--- src/rtl/note_sequencer.sv ---
// Single-voice note sequencer: accepts (index, length) note commands, fetches the
// half-period code from the frequency table and plays a square wave for len beats.
module note_sequencer #(
    parameter int TONE_DIV = 16,
    parameter int BEAT_DIV = 1000
) (
    input  logic       clk,
    input  logic       rst,
    input  logic       note_valid,
    input  logic [3:0] note_idx,
    input  logic [3:0] note_len,
    output logic       note_ready,
    input  logic       stop,
    output logic [3:0] rom_addr,
    input  logic [7:0] rom_data,
    output logic       tone_out,
    output logic       busy,
    output logic       note_done
);

    localparam int TW = (TONE_DIV > 1) ? $clog2(TONE_DIV) : 1;
    localparam int BW = (BEAT_DIV > 1) ? $clog2(BEAT_DIV) : 1;
    localparam logic [TW-1:0] TONE_MAX = TW'(TONE_DIV - 1);
    localparam logic [TW-1:0] TONE_ONE = TW'(1);
    localparam logic [BW-1:0] BEAT_MAX = BW'(BEAT_DIV - 1);
    localparam logic [BW-1:0] BEAT_ONE = BW'(1);

    typedef enum logic [1:0] {
        IDLE  = 2'd0,
        FETCH = 2'd1,
        PLAY  = 2'd2
    } state_t;

    state_t          state_r;
    state_t          state_s;
    logic            accept_s;
    logic            ready_s;
    logic            tone_tick_s;
    logic            beat_tick_s;
    logic [3:0]      rom_addr_r;
    logic [3:0]      len_r;
    logic [7:0]      period_r;
    logic [7:0]      half_r;
    logic [TW-1:0]   tone_cnt_r;
    logic [BW-1:0]   beat_cnt_r;
    logic            tone_r;
    logic            done_r;

    // Next-state decode, handshake and prescaler wrap detection
    always_comb begin
        state_s     = state_r;
        ready_s     = (state_r == IDLE) && !stop && !rst;
        accept_s    = note_valid && ready_s;
        tone_tick_s = (tone_cnt_r == TONE_MAX);
        beat_tick_s = (beat_cnt_r == BEAT_MAX);
        if (stop) begin
            state_s = IDLE;
        end else begin
            case (state_r)
                IDLE: begin
                    if (accept_s && (note_len != 4'd0)) begin
                        state_s = FETCH;
                    end else begin
                        state_s = IDLE;
                    end
                end
                FETCH: state_s = PLAY;
                PLAY: begin
                    if (beat_tick_s && (len_r == 4'd1)) begin
                        state_s = IDLE;
                    end else begin
                        state_s = PLAY;
                    end
                end
                default: state_s = IDLE;
            endcase
        end
    end

    // State register
    always_ff @(posedge clk) begin
        if (rst) begin
            state_r <= IDLE;
        end else begin
            state_r <= state_s;
        end
    end

    // Datapath: command capture, period fetch, tone/beat prescalers and output
    always_ff @(posedge clk) begin
        if (rst) begin
            rom_addr_r <= 4'd0;
            len_r      <= 4'd0;
            period_r   <= 8'd0;
            half_r     <= 8'd0;
            tone_cnt_r <= '0;
            beat_cnt_r <= '0;
            tone_r     <= 1'b0;
            done_r     <= 1'b0;
        end else if (stop) begin
            len_r      <= 4'd0;
            half_r     <= 8'd0;
            tone_cnt_r <= '0;
            beat_cnt_r <= '0;
            tone_r     <= 1'b0;
            done_r     <= 1'b0;
        end else begin
            done_r <= 1'b0;
            case (state_r)
                IDLE: begin
                    tone_r <= 1'b0;
                    if (accept_s) begin
                        rom_addr_r <= note_idx;
                        len_r      <= note_len;
                    end
                end
                FETCH: begin
                    period_r   <= rom_data;
                    half_r     <= rom_data;
                    tone_cnt_r <= '0;
                    beat_cnt_r <= '0;
                    tone_r     <= 1'b0;
                end
                PLAY: begin
                    tone_cnt_r <= tone_tick_s ? '0 : (tone_cnt_r + TONE_ONE);
                    beat_cnt_r <= beat_tick_s ? '0 : (beat_cnt_r + BEAT_ONE);
                    // A zero period is a rest: the half counter is left alone and no toggles occur
                    if (tone_tick_s && (period_r != 8'd0)) begin
                        if (half_r == 8'd1) begin
                            tone_r <= ~tone_r;
                            half_r <= period_r;
                        end else begin
                            half_r <= half_r - 8'd1;
                        end
                    end
                    // Note end overrides any toggle on the same edge so IDLE starts with tone low
                    if (beat_tick_s) begin
                        if (len_r == 4'd1) begin
                            len_r  <= 4'd0;
                            tone_r <= 1'b0;
                            done_r <= 1'b1;
                        end else begin
                            len_r <= len_r - 4'd1;
                        end
                    end
                end
                default: begin
                    tone_r <= 1'b0;
                end
            endcase
        end
    end

    assign note_ready = ready_s;
    assign rom_addr   = rom_addr_r;
    assign tone_out   = tone_r;
    assign busy       = (state_r != IDLE);
    assign note_done  = done_r;

endmodule

--- config.mk ---
export PLATFORM = sky130hd
export DESIGN_NAME = note_sequencer
export DESIGN_NICKNAME = d
export VERILOG_FILES = /design/src/rtl/note_sequencer.sv
export SDC_FILE = /design/constraint.sdc
export NUM_CORES = 1
export LEC_CHECK = 0
export CELL_PAD_IN_SITES_DETAIL_PLACEMENT = 0
export CELL_PAD_IN_SITES_GLOBAL_PLACEMENT = 2
export CORE_ASPECT_RATIO = 0.5
export CORE_MARGIN = 4
export CORE_UTILIZATION = 30
export CTS_CLUSTER_SIZE = 30
export DETAILED_ROUTE_END_ITERATION = 6
export MAX_ROUTING_LAYER = met4
export PLACE_DENSITY = 0.75
export REMOVE_ABC_BUFFERS = 1
export SYNTH_ARGS = -nofsm -noshare
export SYNTH_HDL_FRONTEND = slang
export SYNTH_SLANG_ARGS = --single-unit
--- constraint.sdc ---
create_clock -name clk -period 2.46 [get_ports clk]
set_input_delay 0.492 -clock clk [delete_from_list [all_inputs] [get_ports clk]]
set_output_delay 0.492 -clock clk [all_outputs]
set_load 0.005 [all_outputs]
==> results.txt, run 1 <==
The flow ran to the end, and the final reports show no timing, DRC or antenna violations. The final setup TNS came out at 0 ns. STA classifies the critical path startpoint as a primary input. The final critical path time including I/O delays and setup came out at 2.395 ns. The number of failing setup endpoints in the final timing report came out at 0. The post-detailed-route via-to-cell ratio is 5.137. The hold violation count in the final report is 0. The number of gates resized after CTS was 0.

In the final routed layout, each cell accounts on average for 14.85 um. The tool flagged a number of max-cap violations equal to 0. The number of placement rows came out at 22. Counting flops with an async set or reset pin after synthesis yields a share of 0%. The endpoint of the most critical register-to-register path is half_r[3]$_SDFFE_PP0P_. The DRC violation total after the first TritonRoute iteration is 101.

The die area is 9138 um^2. The post-route netlist has 7.383% of its cells at a drive strength greater than 1. The count of flip-flops with a built-in enable after synthesis is 0.

The port buffer count is 27. In this run the worst setup path begins at rst. The H-tree level count came out at 2. Setup repair after global routing left no endpoint under its margin. The total vias in the final route is 2024. Data on the critical path is required at its endpoint by 1.97 ns. The number of global-route vias before repair came to 2081. The max-slew violation count came out at 0. The minimum setup slack among reg-to-reg paths came out at 0.35 ns. The worst vdd rail ir drop is 0.2086 mV.

The number of unique standard cell types used by synthesis came out at 50. Synthesis handed over a netlist of 267 instances. For this run, global-route usage on met2 was measured as 22.02%. The endpoint arrival time on the critical path is 1.90 ns. The post-synthesis cell area is 2278 um^2. The chip width came out at 131.2 um. The worst hold path belongs to the class reg2reg.

The fraction of the cycle the final worst path needs is 97.37%. The I/O pin count came out at 28. Fill cells in the final layout number 748. The height of the die is 69.63 um. The detailed-routing iteration count for the pre-antenna-repair pass is 4. The total CTS buffers came out at 5.

The final wirelength is 5851 um. The worst setup path is captured at an output port. For this design, the CTS-stage hold fixing added 0 buffers. The sequential-to-total area share from yosys stat came out at 36.90%.

The warning count from the yosys run is 0. The worst hold slack after final layout came out at 0.4934 ns. The tree built by TritonCTS fans out to 42 sinks. The TritonCTS clock tree is yes.

The post-detailed-placement half-perimeter wirelength came out at 4419 um. The worst-case clock skew came out at 0.004235 ns. Summed over all layers, the global routing overflow is 0.

The number of buffers inserted by post-CTS setup repair is 0. The number of antenna violations at the first check in global routing is 0. The met1 layer usage reported by global route came out at 17.09%. The maximum fanout along the worst path came out at 2.

The post-layout net count is 328. The DRC violations left is 0. met2 is the most crowded layer. The core area came out at 7350 um^2. The starting density of the core is 31.00%.

Compared with the post-synthesis result, the final layout area differs by 23.39%. The congestion estimate from routability-driven global placement came to 0.8115. The beginning of the worst register-to-register path is half_r[1]$_SDFFE_PP0P_. The worst register-to-register path has a depth of 6. The global router's overall resource usage is 13.89%.

After synthesis the netlist holds a flip-flop and latch count of 42. The number of antenna cells inserted came out at 0. At the pin with the least slew margin, the transition time is 0.6201 ns.

Entering global routing, the biggest net connects 16 pins. In this run the worst setup path terminates at note_ready. The maximum clock insertion buffer count came out at 2. The routing usage on met3 is 3.116%. Including well taps, the total number of placed cells is 387. The worst relative slew slack came out at 58.28%. By startpoint and endpoint, the worst setup path is classified as in2out. The clock input transition at the sequential cells of the worst setup and hold paths is 0.06 ns. The clock network latency to the later pin of the worst-skew pair is 0.29 ns.

The cell sitting at the root of the clock tree is a sky130_fd_sc_hd__clkbuf_16. The total power divided by cell area came out at 532.0 nW/um^2. The maximum clock frequency came out at 0.4175 GHz. The most used flip-flop cell after synthesis is sky130_fd_sc_hd__dfxtp_1. The residual antenna-violating net count after detailed routing came out at 0.

The average size of a mapped cell came out at 8.533 um^2. The filler-free cell count of the finished design is 394. The first global-routing pass estimated 10070 um of wire. The reported leakage power came out at 0.9520 nW.
==> stage by stage <==
step	power (mW)	area [um^2]	utilization, %	worst slack [ns]
3_5_place_dp	0.8807	2679	36.45	0.009409
6_report	1.496	2811	38.25	0.06460
4_1_cts	1.520	2811	38.25	0.07617
5_1_grt	1.564	2811	38.25	0.02499
2_1_floorplan	0.7946	2198	-	0.2804
3_3_place_gp	0.8802	2679	36.45	0.08735
==> worst min-delay path by stage <==
stage | from | end | cells past startpoint
final | tone_cnt_r[3]$_SDFFE_PP0P_ | tone_cnt_r[3]$_SDFFE_PP0P_ | 2
after global routing | tone_cnt_r[3]$_SDFFE_PP0P_ | tone_cnt_r[3]$_SDFFE_PP0P_ | 2
after CTS | tone_cnt_r[1]$_SDFFE_PP0P_ | tone_cnt_r[1]$_SDFFE_PP0P_ | 2
after detailed placement | tone_cnt_r[1]$_SDFFE_PP0P_ | tone_cnt_r[1]$_SDFFE_PP0P_ | 2
after global placement | tone_cnt_r[3]$_SDFFE_PP0P_ | tone_cnt_r[3]$_SDFFE_PP0P_ | 2
after floorplan | tone_cnt_r[1]$_SDFFE_PP0P_ | tone_cnt_r[1]$_SDFFE_PP0P_ | 2
==> logic make-up (layout without fill, tap and decap cells) <==
family	Yosys count	count (layout)	synth area share [%]
buffers and inverters	25	56	5.162
xor gates and xnor gates	10	10	3.844
DFF	42	42	36.90
adders and majority gates	10	10	5.491
muxes	12	12	5.272
and+or+nand+nor	110	110	24.27
AOI/OAI and AO/OA	58	58	19.06
==> layout by cell type (no fill, tap or decap), types with 5 or more instances in the layout <==
cell                              synthesis  routed
sky130_fd_sc_hd__a211oi_1                 5       5
sky130_fd_sc_hd__a21oi_1                 13      13
sky130_fd_sc_hd__buf_4                    0      12
sky130_fd_sc_hd__clkbuf_16                0       5
sky130_fd_sc_hd__clkdlybuf4s50_1          0      27
sky130_fd_sc_hd__dfxtp_1                 42      42
sky130_fd_sc_hd__ha_1                    10      10
sky130_fd_sc_hd__inv_1                   10      10
sky130_fd_sc_hd__mux2i_1                 12      12
sky130_fd_sc_hd__nand2_1                 14      14
sky130_fd_sc_hd__nand3_1                 11      11
sky130_fd_sc_hd__nor2_1                  39      39
sky130_fd_sc_hd__nor3_1                  13      13
sky130_fd_sc_hd__nor4_1                   5       5
sky130_fd_sc_hd__o21ai_0                  5       5
sky130_fd_sc_hd__o221a_1                  5       5
sky130_fd_sc_hd__o31ai_1                  6       6
sky130_fd_sc_hd__xnor2_1                  6       6
==> layout make-up <==
class	instances	area, um^2	share of cell area, %
multi-input cells	200	1320	46.95
clock buffers	7	132.6	4.717
repair buffers	39	360.3	12.82
flip-flops and latches	42	840.8	29.91
well taps	96	120.1	4.272
inverters	10	37.54	1.335
==> power by group <==
group / internal (mW) / switching (mW) / total, mW
clock: 0.371 / 0.260 / 0.631
sequential: 0.691 / 0.0101 / 0.701
combinational: 0.0789 / 0.0847 / 0.164
total: 1.14 / 0.355 / 1.50
==> registers in the layout, summed over array words and instances, names as in the netlist <==
signal / flops
beat_cnt_r: 10
half_r: 8
period_r: 8
len_r: 4
rom_addr: 4
tone_cnt_r: 4
state_r: 2
note_done: 1
tone_out: 1
==> Yosys cell counts (4+ instances only) <==
cell type,instances,area (um^2)
sky130_fd_sc_hd__dfxtp_1,42,840.8
sky130_fd_sc_hd__nor2_1,39,146.4
sky130_fd_sc_hd__nand2_1,14,52.55
sky130_fd_sc_hd__a21oi_1,13,65.06
sky130_fd_sc_hd__nor3_1,13,65.06
sky130_fd_sc_hd__mux2i_1,12,120.1
sky130_fd_sc_hd__nand3_1,11,55.05
sky130_fd_sc_hd__clkbuf_1,10,37.54
sky130_fd_sc_hd__ha_1,10,125.1
sky130_fd_sc_hd__inv_1,10,37.54
sky130_fd_sc_hd__o31ai_1,6,45.04
sky130_fd_sc_hd__xnor2_1,6,52.55
sky130_fd_sc_hd__a211oi_1,5,37.54
sky130_fd_sc_hd__nor4_1,5,31.28
sky130_fd_sc_hd__o21ai_0,5,25.02
sky130_fd_sc_hd__o221a_1,5,56.30
sky130_fd_sc_hd__nand2b_1,4,25.02
sky130_fd_sc_hd__o211ai_1,4,30.03
sky130_fd_sc_hd__or3_1,4,25.02
sky130_fd_sc_hd__xor2_1,4,35.03
==> worst max-delay path: stages <==
cell and delay, ns:
sky130_fd_sc_hd__clkdlybuf4s50_1 0.49, sky130_fd_sc_hd__or2_2 0.33, sky130_fd_sc_hd__nor2_1 0.09, sky130_fd_sc_hd__clkdlybuf4s50_1 0.50
==> layer usage <==
layer,vias up,routed length (um)
met3,10,163
met1,952,2863
met4,0,146
met2,24,2678
met5,-,0
li1,1038,-
Power figures use the tool's default switching activity.
==> run 2, diff against run 1 <==
--- a/config.mk
+++ b/config.mk
@@ -5,15 +5,13 @@
 export SDC_FILE = /design/constraint.sdc
 export NUM_CORES = 1
 export LEC_CHECK = 0
-export CELL_PAD_IN_SITES_DETAIL_PLACEMENT = 0
-export CELL_PAD_IN_SITES_GLOBAL_PLACEMENT = 2
 export CORE_ASPECT_RATIO = 0.5
 export CORE_MARGIN = 4
 export CORE_UTILIZATION = 30
 export CTS_CLUSTER_SIZE = 30
 export DETAILED_ROUTE_END_ITERATION = 6
 export MAX_ROUTING_LAYER = met4
-export PLACE_DENSITY = 0.75
+export PLACE_DENSITY = 0.51
 export REMOVE_ABC_BUFFERS = 1
 export SYNTH_ARGS = -nofsm -noshare
 export SYNTH_HDL_FRONTEND = slang
==> run 2 against run 1 <==
Sequential share of layout area rose by 0.080 points. Power rose by 1.6%. Utilization fell by 0.10 points. Highest routed layer unchanged. Non-clock buffer count fell by 3. Clock skew barely moved. Worst hold slack got worse by 0.0015 ns.
==> results.txt, run 2 (synthesized netlist as in run 1, its figures left out) <==
The worst hold-check path type is reg2reg. The register name with the most flops is beat_cnt_r. The number of antenna cells inserted was 0 (unchanged). The setup path with the least slack is of type in2out. The detailed-routing iteration count for the pre-antenna-repair pass came out at 7 (+3). The routed wirelength normalized by instance count is 14.48 um (-2.5%). The final critical path time including I/O delays and setup came out at 2.341 ns (-0.05424 ns). The I/O pin count came out at 28 (unchanged). The required time at the worst-slack endpoint is 1.97 ns (about the same). The combinational share of power is 10.5% (-0.4 points). The number of placement rows was 22 (unchanged).

TritonCTS built the clock tree. The die area is 9138 um^2 (unchanged). The residual antenna-violating net count after detailed routing is 0 (unchanged). The total CTS buffers came out at 5 (unchanged). The number of flip-flops under the largest register name is 10 (unchanged). The final wirelength came out at 5677 um (-3.0%). The total global routing overflow came out at 0 (unchanged). The reported leakage power is 0.9469 nW (-0.54%). The total power divided by cell area came out at 542.2 nW/um^2 (+1.9%). The maximum clock insertion buffer count came out at 2 (unchanged). The net switching power of the design came out at 0.3500 mW (-1.3%). The post-detailed-placement half-perimeter wirelength came to 4320 um (-2.2%). The transition at the pin with the smallest max-transition slack came out at 0.5260 ns (-0.09408 ns). The number of global-route vias before repair came to 2067 (-0.67%). The hold violation count in the final report came out at 0 (unchanged). The number of failing setup endpoints in the final timing report is 0 (unchanged). The endpoint arrival time on the critical path came out at 1.85 ns (-0.05 ns). The total vias in the final route is 2040 (+0.79%). The maximum fanout along the worst path came out at 2 (unchanged). The fraction of the cycle the final worst path needs came to 95.17% (-2.2 points). The final RePlAce weighted congestion is 0.8553 (+5.4%).

The number of gates resized after CTS was 0 (unchanged). The post-detailed-route via-to-cell ratio came out at 5.204 (+1.3%). The number of hold-repair buffers added at the cts stage is 0 (unchanged). The chip width came out at 131.2 um (unchanged).

The worst setup path is launched from a primary input. The maximum clock frequency is 0.4271 GHz (+2.3%). The root cell of the clock tree is sky130_fd_sc_hd__clkbuf_16.

The max-slew violation count came out at 0 (unchanged). The worst vdd rail ir drop is 0.2392 mV (+15%). The height of the die is 69.63 um (unchanged). The clock network latency to the later pin of the worst-skew pair is 0.28 ns (about the same). In the layout the commonest cells are 42 x sky130_fd_sc_hd__dfxtp_1, 39 x sky130_fd_sc_hd__nor2_1, 27 x sky130_fd_sc_hd__clkdlybuf4s50_1. The area added between synthesis and finish is 23.06%.

The endpoint class of the critical path is an output port. The library cell used most frequently in the layout, excluding fill and tap cells, is sky130_fd_sc_hd__dfxtp_1. The worst relative slew slack is 64.61% (+6.3 points). The run finished with clean final reports.

The layout cell share with drive strength beyond 1 was 7.095% (-0.29 points). The clock network power share came to 43.4% (+1.2 points). The clock input transition at the sequential cells of the worst setup and hold paths came out at 0.06 ns (about the same).

The worst hold slack after final layout is 0.4919 ns (-0.001494 ns). The H-tree level count is 2 (unchanged). The final setup TNS is 0 ns (unchanged). The starting density of the core came to 31.00% (unchanged). The fraction of power spent switching nets came out at 23.02% (-0.69 points). The clock sink total came out at 42 (unchanged). The core area is 7350 um^2 (unchanged).

The largest net degree at the start of global routing came out at 17 (+1). Setup repair after global routing left no endpoint under its margin. The internal cell power is 1.170 mW (+2.6%). The max-cap violation count came out at 0 (unchanged). The port buffer count is 27 (unchanged). The sequential power share is 46.2% (-0.7 points). The worst-case clock skew was 0.004405 ns (+0.0001697 ns). The global router's overall resource usage came out at 13.43% (-0.46 points).

The DRC violations left was 0 (unchanged). The post-layout net count came out at 325 (-0.91%). The number of buffers inserted by post-CTS setup repair was 0 (unchanged). The number of antenna violations at the first check in global routing is 0 (unchanged). The DRC violation total after the first TritonRoute iteration came out at 112 (+11%). The largest registers in the layout are beat_cnt_r (10), half_r (8), period_r (8). The wire length of the first global-routing pass is 9984 um (-0.89%).
-- run 2: area by class of cell --
type | instances | area [um^2]
multi-input cells | 200 | 1320
inverters | 10 | 37.54
repair buffers | 36 | 337.8
flip-flops and latches | 42 | 840.8
well taps | 96 | 120.1
fillers | 749 | 4546
clock inverters | 1 | 5.005
clock buffers | 7 | 142.6
-- run 2: metrics by stage --
step / cell area, um^2 / instances / utilization, % / total power [mW] / setup slack (ns)
2_1_floorplan: 2198 / 252 / - / 0.7946 / 0.2804
3_3_place_gp: 2656 / 384 / 36.14 / 0.8759 / 0.08606
3_5_place_dp: 2656 / 384 / 36.14 / 0.8775 / 0.08216
4_1_cts: 2804 / 392 / 38.15 / 1.546 / 0.09177
5_1_grt: 2804 / 392 / 38.15 / 1.595 / 0.04717
6_report: 2804 / 392 / 38.15 / 1.520 / 0.1188
-- run 2: critical path, cell delays in order --
cell                              delay [ns]
sky130_fd_sc_hd__clkdlybuf4s50_1        0.45
sky130_fd_sc_hd__or2_2                  0.31
sky130_fd_sc_hd__nor2_1                 0.09
sky130_fd_sc_hd__clkdlybuf4s50_1        0.50
-- run 2: metal layers --
layer / part of all wire [%] / wire length, um / track usage (%) / vias up
li1: - / - / - / 1030
met1: 47 / 2659 / 16.37 / 968
met2: 49 / 2760 / 22.76 / 34
met3: 3.1 / 174 / 2.754 / 8
met4: 1.4 / 82 / 3.842 / 0
met5: 0 / 0 / - / -
-- run 2: power groups by stage --
stage	Sequential [mW]	Combinational [mW]	Clock (mW)
after floorplan	0.714	0.0806	0
after global placement	0.716	0.160	0
after detailed placement	0.717	0.161	0
after CTS	0.702	0.162	0.682
after global routing	0.703	0.179	0.713
final	0.702	0.159	0.659
-- run 2: path summary, 6_finish.rpt --
path,slack (ns),endpoint,startpoint,cells past startpoint
worst max-delay path,0.12,note_ready,rst,4
worst min-delay path,0.49,tone_cnt_r[1]$_SDFFE_PP0P_,tone_cnt_r[1]$_SDFFE_PP0P_,2
worst max register to register,0.30,half_r[3]$_SDFFE_PP0P_,half_r[0]$_SDFFE_PP0P_,5
worst min register to register,0.49,tone_cnt_r[1]$_SDFFE_PP0P_,tone_cnt_r[1]$_SDFFE_PP0P_,2
==> run 3, diff against run 2 <==
--- a/config.mk
+++ b/config.mk
@@ -13,6 +13,8 @@
 export MAX_ROUTING_LAYER = met4
 export PLACE_DENSITY = 0.51
 export REMOVE_ABC_BUFFERS = 1
+export SETUP_SLACK_MARGIN = 0.5
+export SKIP_LAST_GASP = 1
 export SYNTH_ARGS = -nofsm -noshare
 export SYNTH_HDL_FRONTEND = slang
 export SYNTH_SLANG_ARGS = --single-unit
==> run 3 against run 2 <==
Power grew 1.1%. Non-clock buffer count is 10 higher. Setup slack better by 0.40 ns. Maximum frequency rose by 20%. Final area rose by 5.4%. First-iteration DRC count is 8.9% lower. Die area did not move. Clock-buffer cell count is the same. Register-to-register slack gained 0.22 ns. Sequential power barely moved. Global-route usage about the same. Combinational power rose by 11%. Highest routed layer unchanged.
==> results.txt, run 3 (synthesized netlist as in run 1, its figures left out) <==
The flow ran to the end, and the final reports show no timing, DRC or antenna violations. The area used by multi-input combinational logic is 1383 um^2 (+4.7%). The DRC violation total after the first TritonRoute iteration came out at 102 (-8.9%). The total vias in the final route is 2077 (+1.8%). In the layout the commonest cells are 39 x sky130_fd_sc_hd__nor2_1, 38 x sky130_fd_sc_hd__dfxtp_1, 23 x sky130_fd_sc_hd__clkdlybuf4s50_1. The hold violation count in the final report came to 0 (unchanged). The required time at the worst-slack endpoint came out at 2.60 ns (+0.63 ns).

The transition at the pin with the smallest max-transition slack came out at 0.6417 ns (+0.1157 ns). Tracing the worst setup path back leads to its startpoint at beat_cnt_r[0]$_SDFFE_PP0P_. The routed wirelength normalized by instance count came out at 14.70 um (+1.5%). The worst vdd rail ir drop was 0.2344 mV (-2.0%). STA classifies the critical path startpoint as a register. The sequential power share is 45.6% (-0.6 points). The number of flip-flops under the largest register name came out at 10 (unchanged).

The clock network latency to the later pin of the worst-skew pair is 0.28 ns (about the same). The final wirelength came out at 5911 um (+4.1%). The fraction of power spent switching nets is 23.29% (+0.27 points). The total CTS buffers came out at 5 (unchanged).

The register name with the most flops is beat_cnt_r. The number of global-route vias before repair was 2075 (+0.39%). The layout cell share with drive strength beyond 1 was 16.01% (+8.9 points). The H-tree level count was 2 (unchanged).

The startpoint identified for the worst register-to-register timing path is beat_cnt_r[0]$_SDFFE_PP0P_. The maximum clock insertion buffer count is 2 (unchanged). The maximum clock frequency is 0.5147 GHz (+20%).

The final RePlAce weighted congestion is 0.8553 (unchanged). The cell sitting at the root of the clock tree is a sky130_fd_sc_hd__clkbuf_16. The wire length of the first global-routing pass is 9998 um (+0.14%). The reported leakage power came out at 1.033 nW (+9.1%). The post-detailed-placement half-perimeter wirelength came to 4320 um (unchanged).

The worst reg2reg path depth is 5 (unchanged). The global router's overall resource usage is 13.48% (+0.048 points). The largest registers in the layout are beat_cnt_r (10), half_r (8), period_r (8). The post-detailed-route via-to-cell ratio is 5.167 (-0.72%). The total power divided by cell area came out at 519.7 nW/um^2 (-4.2%).

The DRC violations left is 0 (unchanged). The endpoint arrival time on the critical path came out at 2.09 ns (+0.24 ns). The worst relative slew slack came to 56.82% (-7.8 points). The number of failing setup endpoints in the final timing report is 0 (unchanged). The maximum fanout along the worst path is 10 (+8).

The startpoint identified for the worst hold timing path is tone_cnt_r[1]$_SDFFE_PP0P_. The largest net degree at the start of global routing was 17 (unchanged). The clock network power share is 43.0% (-0.4 points). The most common cell after layout, fill and taps aside is sky130_fd_sc_hd__nor2_1. The fraction of the cycle the final worst path needs was 78.98% (-16 points).

Setup repair after global routing could not meet its margin everywhere. The clock sink total came to 42 (unchanged). The net switching power of the design is 0.3578 mW (+2.2%). The height of the die came to 69.63 um (unchanged). The number of antenna violations at the first check in global routing is 0 (unchanged). The worst-case clock skew is 0.005022 ns (+0.0006172 ns). The number of placement rows is 22 (unchanged). The internal cell power is 1.179 mW (+0.71%). The critical path in this run is classified as reg2reg. The port buffer count came out at 27 (unchanged). The I/O pin count is 28 (unchanged). The post-layout net count came out at 335 (+3.1%).

The total power consumption of the routed design is 1.537 mW (+1.1%). The total global routing overflow is 0 (unchanged). The final setup TNS came out at 0 ns (unchanged). The detailed-routing iteration count for the pre-antenna-repair pass is 4 (-3).

The number of antenna cells inserted is 0 (unchanged). The max-slew violation count is 0 (unchanged). The footprint of the flip-flops and latches came out at 850.8 um^2 (+1.2%).

The combinational share of power came out at 11.4% (+0.9 points). The number of stages on the worst hold path came to 2 (unchanged). The worst hold path belongs to the class reg2reg. The clock input transition at the sequential cells of the worst setup and hold paths came to 0.06 ns (about the same). The starting density of the core is 31.00% (unchanged).

The chip width is 131.2 um (unchanged). The count of filler cells inserted in the layout is 749 (unchanged). TritonCTS built the clock tree.

The residual antenna-violating net count after detailed routing is 0 (unchanged). The die area came out at 9138 um^2 (unchanged). The endpoint class of the critical path is a register.

The core area came out at 7350 um^2 (unchanged). The final critical path time including I/O delays and setup came out at 1.943 ns (-0.3983 ns). The area added between synthesis and finish came out at 29.76%. The max-cap violation count is 0 (unchanged).
-- run 3: changes by cell type in the layout (fill, tap and decap cells not counted), moves of 2 or more --
cell	previous run	this run
sky130_fd_sc_hd__buf_4	9	19
sky130_fd_sc_hd__clkdlybuf4s50_1	27	23
sky130_fd_sc_hd__dfxtp_1	42	38
sky130_fd_sc_hd__inv_1	10	7
sky130_fd_sc_hd__a2111oi_0	2	0
sky130_fd_sc_hd__dfxtp_2	0	2
sky130_fd_sc_hd__dfxtp_4	0	2
sky130_fd_sc_hd__dlygate4sd2_1	0	2
sky130_fd_sc_hd__ha_1	10	8
sky130_fd_sc_hd__inv_2	0	2
sky130_fd_sc_hd__or2_4	0	2
-- run 3: routing by layer --
metal | routed length (um) | track usage (%) | share of wire, % | vias to the layer above
li1 | - | - | - | 1053
met2 | 2978 | 23.34 | 50 | 20
met4 | 75 | 3.492 | 1.3 | 0
met5 | 0 | - | 0 | -
met3 | 103 | 2.754 | 1.7 | 6
met1 | 2754 | 16.20 | 47 | 998
-- run 3: worst max-delay path: stages, from the launching register on --
cell and delay [ns]:
sky130_fd_sc_hd__dfxtp_1 0.40, sky130_fd_sc_hd__ha_1 0.25, sky130_fd_sc_hd__nand3_1 0.18, sky130_fd_sc_hd__o31a_2 0.43, sky130_fd_sc_hd__a2111oi_1 0.45, sky130_fd_sc_hd__a211oi_1 0.10
-- run 3: final cells by class --
cell class | count | area share [%]
clock buffers | 7 | 4.824
clock inverters | 1 | 0.1693
inverters | 10 | 1.397
multi-input cells | 200 | 46.76
flip-flops and latches | 42 | 28.78
well taps | 96 | 4.063
repair buffers | 46 | 14.01
-- run 3: what timing repair did --
| item | in CTS | in global routing |
|---|---|---|
| endpoints found under the hold margin | 0 | 0 |
| setup buffers | 2 | 8 |
| gates cloned | 0 | 0 |
| setup endpoints to repair | 14 | 18 |
| hold buffers | 0 | 0 |
| pin swaps | 0 | 2 |
| gates resized for setup | 17 | 15 |
-- run 3: final timing paths --
check	slack, ns	to
worst max-delay path	0.52	len_r[0]$_SDFFE_PP0P_
worst min-delay path	0.50	tone_cnt_r[1]$_SDFFE_PP0P_
worst max register to register	0.52	len_r[0]$_SDFFE_PP0P_
worst min register to register	0.50	tone_cnt_r[1]$_SDFFE_PP0P_
-- run 3: power groups by stage --
stage	Clock [mW]	Sequential, mW	Combinational, mW
3_5_place_dp	0	0.717	0.161
6_report	0.660	0.701	0.176
4_1_cts	0.682	0.702	0.164
5_1_grt	0.713	0.702	0.195
2_1_floorplan	0	0.714	0.0806
3_3_place_gp	0	0.716	0.160
-- run 3: per-stage QoR --
stage	worst slack [ns]	std cells	hold WS [ns]	util (%)	cell area, um^2
6_report	0.5171	402	0.4969	40.23	2957
5_1_grt	0.4564	402	0.5309	40.23	2957
4_1_cts	0.4824	394	0.4877	38.63	2839
3_5_place_dp	0.08216	384	0.4780	36.14	2656
3_3_place_gp	0.08606	384	0.4737	36.14	2656
2_1_floorplan	0.2804	252	0.4584	-	2198
